[src/rtl/dma_burst_sched_pkg.sv]
// dma_sched_pkg: shared FSM states, AXI response codes and boundary size for the DMA burst scheduler.
package dma_sched_pkg;
    typedef enum logic [2:0] {IDLE, CALC, ISSUE, DRAIN, DONE_ST} state_t;
    localparam logic [1:0] RESP_OKAY   = 2'b00;
    localparam logic [1:0] RESP_SLVERR = 2'b10;
    localparam int BOUNDARY_BYTES = 4096;
endpackage

[src/rtl/dma_burst_sched_if.sv]
// dma_burst_sched_if: command, AXI AR/AW/B address-channel and status signals of the DMA burst scheduler.
interface dma_burst_sched_if;
    logic        CMD_VALID;
    logic        CMD_READY;
    logic [31:0] CMD_SRC;
    logic [31:0] CMD_DEST;
    logic [31:0] CMD_LEN;
    logic [31:0] M_ARADDR;
    logic [3:0]  M_ARLEN;
    logic        M_ARVALID;
    logic        M_ARREADY;
    logic [31:0] M_AWADDR;
    logic [3:0]  M_AWLEN;
    logic        M_AWVALID;
    logic        M_AWREADY;
    logic        M_BVALID;
    logic        M_BREADY;
    logic [1:0]  M_BRESP;
    logic        DONE;
    logic        ERR;
    logic [31:0] CYCLES;
    modport master (
        input  CMD_VALID, CMD_SRC, CMD_DEST, CMD_LEN, M_ARREADY, M_AWREADY, M_BVALID, M_BRESP,
        output CMD_READY, M_ARADDR, M_ARLEN, M_ARVALID, M_AWADDR, M_AWLEN, M_AWVALID, M_BREADY,
               DONE, ERR, CYCLES
    );
    modport slave (
        output CMD_VALID, CMD_SRC, CMD_DEST, CMD_LEN, M_ARREADY, M_AWREADY, M_BVALID, M_BRESP,
        input  CMD_READY, M_ARADDR, M_ARLEN, M_ARVALID, M_AWADDR, M_AWLEN, M_AWVALID, M_BREADY,
               DONE, ERR, CYCLES
    );
endinterface

[src/rtl/dma_burst_sched_len.sv]
// dma_burst_len: burst beats = min(remaining, beats to next 4 KB page of src and dest, MAX_BURST).
module dma_burst_len
    import dma_sched_pkg::*;
#(
    parameter int BEAT_BYTES = 8,
    parameter int MAX_BURST  = 16,
    parameter int IW         = $clog2(BOUNDARY_BYTES / BEAT_BYTES),
    parameter int BW         = $clog2(MAX_BURST + 1)
) (
    input  logic [IW-1:0] src_idx,
    input  logic [IW-1:0] dst_idx,
    input  logic [31:0]   rem,
    output logic [BW-1:0] burst
);
    localparam int PAGE = BOUNDARY_BYTES / BEAT_BYTES;
    logic [31:0] ds, dd, m;
    // Indices are beat positions inside the page, so each distance is always >= 1.
    always_comb begin
        ds = 32'(PAGE) - 32'(src_idx);
        dd = 32'(PAGE) - 32'(dst_idx);
        m = ds < dd ? ds : dd;
        m = rem < m ? rem : m;
        burst = BW'(m < 32'(MAX_BURST) ? m : 32'(MAX_BURST));
    end
endmodule

[src/rtl/dma_burst_sched.sv]
// dma_burst_sched: splits one DMA command into paired 4 KB-safe AXI3 AR/AW bursts and tracks B responses.
// Defining DMA_BURST_SCHED_PERF_EN adds the per-command cycle counter reported on CYCLES.
module dma_burst_sched
    import dma_sched_pkg::*;
#(
    parameter int BEAT_BYTES = 8,
    parameter int MAX_BURST  = 16,
    parameter int MAX_OUT    = 4,
    parameter int OUT_W      = 3
) (
    input logic ACLK,
    input logic ARESETN,
    dma_burst_sched_if.master bus
);
    localparam int LB = $clog2(BEAT_BYTES);
    localparam int PB = $clog2(BOUNDARY_BYTES);
    localparam int BW = $clog2(MAX_BURST + 1);

    state_t           state;
    logic [31:0]      src_q, dst_q, rem_q, step;
    logic [BW-1:0]    burst_c, burst_q;
    logic [OUT_W-1:0] outst, outst_nxt;
    logic             ar_done, aw_done, ar_hs, aw_hs, b_hs, aw_ok, pair_done;

    dma_burst_len #(.BEAT_BYTES(BEAT_BYTES), .MAX_BURST(MAX_BURST)) u_len (
        .src_idx(src_q[PB-1:LB]),
        .dst_idx(dst_q[PB-1:LB]),
        .rem    (rem_q),
        .burst  (burst_c)
    );

    always_comb begin
        ar_hs = bus.M_ARVALID && bus.M_ARREADY;
        aw_hs = bus.M_AWVALID && bus.M_AWREADY;
        b_hs = bus.M_BVALID && bus.M_BREADY;
        outst_nxt = outst + OUT_W'(aw_hs) - OUT_W'(b_hs);
        aw_ok = outst_nxt < OUT_W'(MAX_OUT);
        pair_done = (ar_done || ar_hs) && (aw_done || aw_hs);
        step = 32'(burst_q) << LB;
    end

    assign bus.CMD_READY = state == IDLE;
    assign bus.M_BREADY = outst != '0;

    always_ff @(posedge ACLK) outst <= !ARESETN ? '0 : outst_nxt;

    always_ff @(posedge ACLK) begin
        if (!ARESETN) begin
            state <= IDLE;
            src_q <= '0;
            dst_q <= '0;
            rem_q <= '0;
            burst_q <= '0;
            ar_done <= 1'b0;
            aw_done <= 1'b0;
            bus.M_ARADDR <= '0;
            bus.M_AWADDR <= '0;
            bus.M_ARLEN <= '0;
            bus.M_AWLEN <= '0;
            bus.M_ARVALID <= 1'b0;
            bus.M_AWVALID <= 1'b0;
            bus.DONE <= 1'b0;
            bus.ERR <= 1'b0;
        end else begin
            bus.DONE <= 1'b0;
            if (b_hs && bus.M_BRESP != RESP_OKAY) bus.ERR <= 1'b1;
            case (state)
                IDLE: if (bus.CMD_VALID) begin
                    src_q <= bus.CMD_SRC;
                    dst_q <= bus.CMD_DEST;
                    rem_q <= bus.CMD_LEN >> LB;
                    bus.ERR <= 1'b0;
                    state <= (bus.CMD_LEN >> LB) == '0 ? DONE_ST : CALC;
                end
                CALC: begin
                    bus.M_ARADDR <= src_q;
                    bus.M_AWADDR <= dst_q;
                    bus.M_ARLEN <= 4'(burst_c - BW'(1));
                    bus.M_AWLEN <= 4'(burst_c - BW'(1));
                    bus.M_ARVALID <= 1'b1;
                    bus.M_AWVALID <= aw_ok;
                    burst_q <= burst_c;
                    ar_done <= 1'b0;
                    aw_done <= 1'b0;
                    state <= ISSUE;
                end
                ISSUE: begin
                    if (ar_hs) begin
                        bus.M_ARVALID <= 1'b0;
                        ar_done <= 1'b1;
                    end
                    // AW waits for a free outstanding slot; once raised it stays up until accepted.
                    if (aw_hs) begin
                        bus.M_AWVALID <= 1'b0;
                        aw_done <= 1'b1;
                    end else if (!aw_done && !bus.M_AWVALID) bus.M_AWVALID <= aw_ok;
                    if (pair_done) begin
                        src_q <= src_q + step;
                        dst_q <= dst_q + step;
                        rem_q <= rem_q - 32'(burst_q);
                        state <= rem_q == 32'(burst_q) ? DRAIN : CALC;
                    end
                end
                DRAIN: if (outst == '0) state <= DONE_ST;
                DONE_ST: begin
                    bus.DONE <= 1'b1;
                    state <= IDLE;
                end
                default: state <= IDLE;
            endcase
        end
    end

`ifdef DMA_BURST_SCHED_PERF_EN
    logic [31:0] cnt;
    always_ff @(posedge ACLK) begin
        if (!ARESETN) begin
            cnt <= '0;
            bus.CYCLES <= '0;
        end else begin
            cnt <= state == IDLE ? (bus.CMD_VALID ? '0 : cnt) : cnt + 32'd1;
            if (state == DONE_ST) bus.CYCLES <= cnt;
        end
    end
`else
    assign bus.CYCLES = '0;
`endif
endmodule

[src/flat_wrapper.sv]
// flat-port wrapper written by rule: the top's interface ports become plain ports
module dma_burst_sched_flat import dma_sched_pkg::*;
#(
    parameter int BEAT_BYTES = 8,
    parameter int MAX_BURST  = 16,
    parameter int MAX_OUT    = 4,
    parameter int OUT_W      = 3
)
  (ACLK, ARESETN, bus_CMD_VALID, bus_CMD_SRC, bus_CMD_DEST, bus_CMD_LEN, bus_M_ARREADY, bus_M_AWREADY, bus_M_BVALID, bus_M_BRESP, bus_CMD_READY, bus_M_ARADDR, bus_M_ARLEN, bus_M_ARVALID, bus_M_AWADDR, bus_M_AWLEN, bus_M_AWVALID, bus_M_BREADY, bus_DONE, bus_ERR, bus_CYCLES);
  dma_burst_sched_if bus_i ();
  input logic ACLK;
  input logic ARESETN;
  input wire logic [$bits(bus_i.CMD_VALID)-1:0] bus_CMD_VALID;
  input wire logic [$bits(bus_i.CMD_SRC)-1:0] bus_CMD_SRC;
  input wire logic [$bits(bus_i.CMD_DEST)-1:0] bus_CMD_DEST;
  input wire logic [$bits(bus_i.CMD_LEN)-1:0] bus_CMD_LEN;
  input wire logic [$bits(bus_i.M_ARREADY)-1:0] bus_M_ARREADY;
  input wire logic [$bits(bus_i.M_AWREADY)-1:0] bus_M_AWREADY;
  input wire logic [$bits(bus_i.M_BVALID)-1:0] bus_M_BVALID;
  input wire logic [$bits(bus_i.M_BRESP)-1:0] bus_M_BRESP;
  output wire logic [$bits(bus_i.CMD_READY)-1:0] bus_CMD_READY;
  output wire logic [$bits(bus_i.M_ARADDR)-1:0] bus_M_ARADDR;
  output wire logic [$bits(bus_i.M_ARLEN)-1:0] bus_M_ARLEN;
  output wire logic [$bits(bus_i.M_ARVALID)-1:0] bus_M_ARVALID;
  output wire logic [$bits(bus_i.M_AWADDR)-1:0] bus_M_AWADDR;
  output wire logic [$bits(bus_i.M_AWLEN)-1:0] bus_M_AWLEN;
  output wire logic [$bits(bus_i.M_AWVALID)-1:0] bus_M_AWVALID;
  output wire logic [$bits(bus_i.M_BREADY)-1:0] bus_M_BREADY;
  output wire logic [$bits(bus_i.DONE)-1:0] bus_DONE;
  output wire logic [$bits(bus_i.ERR)-1:0] bus_ERR;
  output wire logic [$bits(bus_i.CYCLES)-1:0] bus_CYCLES;
  assign bus_i.CMD_VALID = bus_CMD_VALID;
  assign bus_i.CMD_SRC = bus_CMD_SRC;
  assign bus_i.CMD_DEST = bus_CMD_DEST;
  assign bus_i.CMD_LEN = bus_CMD_LEN;
  assign bus_i.M_ARREADY = bus_M_ARREADY;
  assign bus_i.M_AWREADY = bus_M_AWREADY;
  assign bus_i.M_BVALID = bus_M_BVALID;
  assign bus_i.M_BRESP = bus_M_BRESP;
  assign bus_CMD_READY = bus_i.CMD_READY;
  assign bus_M_ARADDR = bus_i.M_ARADDR;
  assign bus_M_ARLEN = bus_i.M_ARLEN;
  assign bus_M_ARVALID = bus_i.M_ARVALID;
  assign bus_M_AWADDR = bus_i.M_AWADDR;
  assign bus_M_AWLEN = bus_i.M_AWLEN;
  assign bus_M_AWVALID = bus_i.M_AWVALID;
  assign bus_M_BREADY = bus_i.M_BREADY;
  assign bus_DONE = bus_i.DONE;
  assign bus_ERR = bus_i.ERR;
  assign bus_CYCLES = bus_i.CYCLES;
  dma_burst_sched #(.BEAT_BYTES(BEAT_BYTES), .MAX_BURST(MAX_BURST), .MAX_OUT(MAX_OUT), .OUT_W(OUT_W)) u_core (.ACLK(ACLK), .ARESETN(ARESETN), .bus(bus_i));
endmodule
[config.mk]
export PLATFORM = sky130hd
export DESIGN_NAME = dma_burst_sched_flat
export DESIGN_NICKNAME = d
export VERILOG_FILES = /design/src/rtl/dma_burst_sched_pkg.sv /design/src/rtl/dma_burst_sched_if.sv /design/src/rtl/dma_burst_sched_len.sv /design/src/rtl/dma_burst_sched.sv /design/src/flat_wrapper.sv
export SDC_FILE = /design/constraint.sdc
export NUM_CORES = 1
export LEC_CHECK = 0
export CELL_PAD_IN_SITES_DETAIL_PLACEMENT = 2
export CELL_PAD_IN_SITES_GLOBAL_PLACEMENT = 2
export CORE_MARGIN = 2
export CORE_UTILIZATION = 33
export CTS_BUF_LIST = sky130_fd_sc_hd__clkbuf_2 sky130_fd_sc_hd__clkbuf_4 sky130_fd_sc_hd__clkbuf_8
export DETAILED_ROUTE_END_ITERATION = 8
export PLACE_DENSITY_LB_ADDON = 0.1
export SETUP_SLACK_MARGIN = 0.02
export SLEW_MARGIN = 20
export SYNTH_ARGS = -nofsm -noshare
export SYNTH_HDL_FRONTEND = slang
export SYNTH_SLANG_ARGS = --single-unit
[constraint.sdc]
create_clock -name ACLK -period 11.5 [get_ports ACLK]
set_input_delay 2.3 -clock ACLK [delete_from_list [all_inputs] [get_ports ACLK]]
set_output_delay 2.3 -clock ACLK [all_outputs]
set_load 0.01 [all_outputs]
# ---- Word-level counts from Yosys, hierarchy flattened
# Cells that the tools add are included.
dict set report totals {
  ff_bits 181
  in_bits 104
  output_inout_bits 110
  word_cells 91
}
dict set report op_classes {
  addsub 8
  magnitude_cmp 4
  n_eq_ne 11
  mux 31
  n_reduce_logical 22
}
# cell count
set op_table {}
lappend op_table {{$mux 32} 8}
lappend op_table {{$pmux 32 s2} 3}
lappend op_table {{$add 32x8->32} 2}
lappend op_table {{$lt 32x32->1} 2}
lappend op_table {{$eq 32x5->1} 1}
lappend op_table {{$logic_not 32->1} 1}
lappend op_table {{$lt 32x5->1 const B} 1}
lappend op_table {{$sub 32x5->32} 1}
lappend op_table {{$sub 10x9->11 const A} 2}
lappend op_table {{$mux 3} 4}
lappend op_table {{$pmux 3 s4} 1}
lappend op_table {{$mux 1} 9}
lappend op_table {{$ne 2x1->1 const B} 4}
lappend op_table {{$pmux 1 s2} 4}
lappend op_table {{$eq 3x2->1 const B} 2}
lappend op_table {{$logic_and 1x1->1} 6}
lappend op_table {{$logic_not 3->1} 2}
lappend op_table {{$reduce_and 2->1} 3}
lappend op_table {{$reduce_and 3->1} 2}
lappend op_table {{$reduce_bool 2->1} 3}
lappend op_table {{$mux 5} 1}
lappend op_table {{$sub 4x1->4 const B} 1}
lappend op_table {{$add 3x1->3} 1}
lappend op_table {{$eq 3x1->1 const B} 1}
lappend op_table {{other kinds (9)} 11}

# ---- Logic depth before layout (Yosys ltp)
dict set report depth {
  word_depth 8
  ltp_mapped 25
  depth_no_buf 24
}

# ---- Modules after synthesis
# A second synthesis with hierarchy kept.
dict set report unflattened {
  cells_unflattened 1478
  area_unflattened_um2 11143.2
}
# module n_inst cells_each area_each_um2 seq_area_each_um2
set modules_own_cells {}
lappend modules_own_cells {dma_burst_sched 1 1322 10045.9 3623.5}
lappend modules_own_cells {dma_burst_len 1 156 1097.3 0.0}

# ---- Worst setup path after synthesis
# Ideal clock, no wire load.
dict set report synth_timing {
  kind {reg-to-reg}
  start {register u_core.src_q[3]}
  end {register u_core.bus.M_AWLEN[2]}
  setup_ns 0.063
  arrival_time_ns 5.153
  required_time_ns 11.437
  path_slack_ns 6.285
  path_stages_with_launch 25
  n_path_buf 1
  synth_period_minus_slack_ns 5.215
  cell_sequence {dfxtp_1 > clkbuf_1 > inv_1 > ha_1 > or3b_2 > nor3_1 > xnor2_1 > ha_1 > nand4_1 > or2_2 > o21ai_0 > nand2_1 > o21ai_0 > inv_1 > ha_1 > o21ai_0 > a2111oi_0 > nor3b_1 > a31oi_1 > nand3_1 > and2_1 > ha_1 > nor3_1 > nand4_1 > nand3_1}
}
dict set report synth_between {
  elab_chain_len 8
}
# item line_no
set synth_lines {}
lappend synth_lines {{start: declaration} dma_burst_sched.sv:20} ;# logic [31:0] src_q, dst_q, rem_q, step;
lappend synth_lines {{start signal: assignment} dma_burst_sched.sv:69} ;# src_q <= bus.CMD_SRC;
lappend synth_lines {{start signal: assignment} dma_burst_sched.sv:98} ;# src_q <= src_q + step;
lappend synth_lines {{$sub 10x9->11 (*)} dma_burst_sched_len.sv:19} ;# ds = 32'(PAGE) - 32'(src_idx);
lappend synth_lines {{$lt 32x32->1} dma_burst_sched_len.sv:21} ;# m = ds < dd ? ds : dd;
lappend synth_lines {{$mux 32 (*)} dma_burst_sched_len.sv:21}
lappend synth_lines {{$lt 32x32->1} dma_burst_sched_len.sv:22} ;# m = rem < m ? rem : m;
lappend synth_lines {{$mux 32 (*)} dma_burst_sched_len.sv:22}
lappend synth_lines {{$lt 32x5->1} dma_burst_sched_len.sv:23} ;# burst = BW'(m < 32'(MAX_BURST) ? m : 32'(MAX_BURST));
lappend synth_lines {{$mux 5 (*)} dma_burst_sched_len.sv:23}
lappend synth_lines {{$sub 4x1->4 (*)} dma_burst_sched.sv:79} ;# bus.M_AWLEN <= 4'(burst_c - BW'(1));
lappend synth_lines {{end signal: assignment} dma_burst_sched.sv:79}
lappend synth_lines {{end: declaration} dma_burst_sched_if.sv:24} ;# output CMD_READY, M_ARADDR, M_ARLEN, M_ARVALID, M_AWADDR, M_AWLEN, M_AWVALID, M_BREADY,
# Mark *: on every way between the ends. The rest lies on a longest branch, timed or not.
# A chain may end at the register's enable or synchronous reset.

# ---- Final worst setup path
dict set report layout_timing {
  start {register u_core.src_q[4]}
  end {register u_core.bus.M_AWLEN[2]}
}
# Same word-level chain as after synthesis.

==> results.cfg <==
[synthesis]
yosysTopAreaCellShare = 0.340
synth.area.top_cells = dfxtp_1 (34%), nand2_1 (7.8%), a21oi_1 (6.4%)
synth_edf_count = 0
ys_ff_latch = 181
syn-mean-instance-area_um2 = 7.58
ys_types = 73
synthFlopType = dfxtp_1
yosysTopAreaCell = dfxtp_1
netlist_area_um2 = 10600
syn_inst = 1405
synthArstFlopShare = 0
synth_warnings = 0
seq_area_frac_synth = 0.340

[power_and_ir_drop]
ir_drop_uv = 147
p_comb_frac = 0.586
intPower_mw = 1.81
powerDensity_nw_per_um2 = 280
clkPwrFrac = 0.137
sequentialPowerShare = 0.277
total_leakage_power_nw = 4.68
swShare = 0.502
switching_power_mw = 1.82

[clocking]
cts_resized = 0
clock_latency_ns = 0.50
cts_num_sinks = 181
cts_tree = yes
postCtsSetupRepairBufs = 0
clock_path_buffers = 2
cts.clk_slew.worst_paths_ns = 0.11
numCtsBuffers = 17
cts-htree-levels = 4
cts_root_buf = clkbuf_8
cts_hold_buf = 0

[timing]
slew_headroom = 0.247
report.final.slew_viol_count = 0
final.setup.tns_ns = 0
clock_skew_ns = 0.0180
finalHoldViolCount = 0
worstMarginPinSlew_ns = 1.13
fmax_mhz = 155
rsz0062_at_grt = false
setup_viol = 0
period_share = 0.562
min_period_ns = 6.46

[floorplan]
row_count = 65
start_util = 0.337
die_x_um = 184
fp.dieH_um = 184
pin_count = 214
dieArea_um2 = 33700
core_um2 = 31600

[critical_path]
worstPathArrival_ns = 6.91
cp_top_family = simple AND/OR/NAND/NOR gates
crit_path_top_delay_cell = o21ai_0
cp_cell_sequence = inv_1 > ha_1 > or3b_2 > nor3_1 > xnor2_1 > ha_1 > nand4_1 > or2_2 > o21ai_0 > nand2_1 > o21ai_0 > inv_1 > ha_1 > a2111oi_0 > a2111oi_0 > nor3b_1 > a31o_2 > nand3_1 > and2_1 > ha_1 > nor3_1 > nand4_1 > nand3_1
cp_slowest_stage_delay_ns = 0.53
ff2ff_setup_slack_ns = 5.04
cp_common_cell = ha_1
crit_type = reg -> reg
cp_max_fo = 10
required_ns = 11.95
timing.critical_path.buf_inv = 2
cp-start-kind = flip-flop
endpoint_kind = flip-flop

[placed_design]
numPortBuffers = 178
placedCellCount = 1891
detailedPlacementHpwl_um = 28900
place_area_um2 = 12500
gp_congestion = 0.825

[finish]
final_nets = 1655
stdcell_count = 1924
fin_area_um2 = 13000
drive_gt1_frac = 0.0526
fill_cells = 3636
syn2layout_area_growth_pct = 21.7
final_common_cell = nand2_1
mostFrequentLayoutCells = nand2_1 (219), dfxtp_1 (181), clkdlybuf4s50_1 (177)

[grt]
grt_overflow = 0
antenna_found_initial = 2
track_usage = 0.244
grt_pass1_vias = 11500
grt_max_degree = 93
grt_pass1_wl_um = 64700

[routing]
wl_met1_um = 19300
ant_nets = 0
dr_total_vias = 11000
drtPass1Iterations = 5
vias_per_cell = 5.74
wl_met2_um = 19500
routedWlPerCell_um = 21.2
drt_iter0_markers = 462
routed_wirelength_um = 40900
top_layer = met4
wl_met3_um = 1280
drc = 0

[worst_hold_path]
hold_class = reg -> reg

[status]
outcome = finished, final reports clean

[flow_run]
max-cap-violations = 0
-- state kept, by name, indices dropped and copies added (netlist names), 3 cells and up --
| name | flops |
|---|---|
| u_core.state | 3 |
| u_core.bus.M_AWLEN | 4 |
| u_core.outst | 3 |
| u_core.bus.M_ARADDR | 32 |
| u_core.bus.M_AWADDR | 32 |
| u_core.src_q | 32 |
| u_core.rem_q | 32 |
| u_core.burst_q | 5 |
| u_core.dst_q | 32 |
-- per-stage QoR --
step	utilization	hold slack (ns)	total power, mW	setup slack, ns
finish	0.410	0.460	3.62	5.04
global route	0.410	0.489	3.96	4.61
CTS	0.409	0.463	3.65	5.06
floorplan	-	0.432	2.42	6.28
global placement	0.396	0.440	3.05	5.26
detailed placement	0.396	0.448	3.13	5.10
-- final cells by class --
class                           instances  area, µm²  area share
Tap cell                              402        503      0.0388
Clock buffer                           19        255      0.0197
Timing Repair Buffer                  191       1870       0.145
Sequential cell                       181       3620       0.280
Clock inverter                         12        176      0.0136
Multi-Input combinational cell       1079       6370       0.492
Antenna cell                            2       5.00    0.000386
Inverter                               38        145      0.0112
-- layer usage --
layer,vias up,global-route usage
met5,-,0
met2,204,0.416
met4,0,0.0669
met3,38,0.0339
li1,5260,-
met1,5546,0.321
-- Yosys cell counts (all sizes together), types with 6 or more instances --
cell type  instances
nand2            220
dfxtp            181
a21oi            137
nor2             106
clkbuf            95
o21ai             91
nor3              46
buf               43
ha                39
inv               38
a211oi            31
nor4              30
nand3             26
and3              24
nand4             24
a22oi             18
a31oi             18
a311oi            13
and2              13
xnor2             13
o221a             12
mux2i             11
a22o              10
o21a              10
xor2              10
nor2b              9
a32o               8
or4                8
a21o               7
nor3b              7
o211ai             7
o31ai              7
or3                7
o22ai              6
o41ai              6
-- power groups by stage --
stage	combinational, mW	sequential [mW]	clock (mW)
2_1_floorplan	1.49	0.931	0
3_3_place_gp	2.04	1.01	0
3_5_place_dp	2.11	1.01	0
4_1_cts	2.13	1.00	0.515
5_1_grt	2.38	1.03	0.541
6_report	2.12	1.00	0.498
-- final timing paths --
check / endpoint / from / cells after the start
worst max-delay path: u_core.bus.M_AWLEN[2] / u_core.src_q[4] / 23
worst min-delay path: u_core.bus.M_AWADDR[28] / u_core.bus.M_AWADDR[28] / 2
worst max register to register: u_core.bus.M_AWLEN[2] / u_core.src_q[4] / 23
worst min register to register: u_core.bus.M_AWADDR[28] / u_core.bus.M_AWADDR[28] / 2
-- tightest hold or removal path: cells and delay by family (launching register included) --
kind	cells	cell delay [ns]
and+or+nand+nor	1	0.05
AOI/OAI and AO/OA	1	0.05
DFF	1	0.32
-- kinds of logic after synthesis --
| kind of cell | synth area share |
|---|---|
| flops | 0.340 |
| other cells | 0.000352 |
| fa+ha+maj | 0.0534 |
| buf+inv | 0.0750 |
| mux | 0.0135 |
| simple gates | 0.240 |
| compound gates | 0.259 |
| xor+xnor | 0.0189 |
Power figures use the tool's default switching activity.
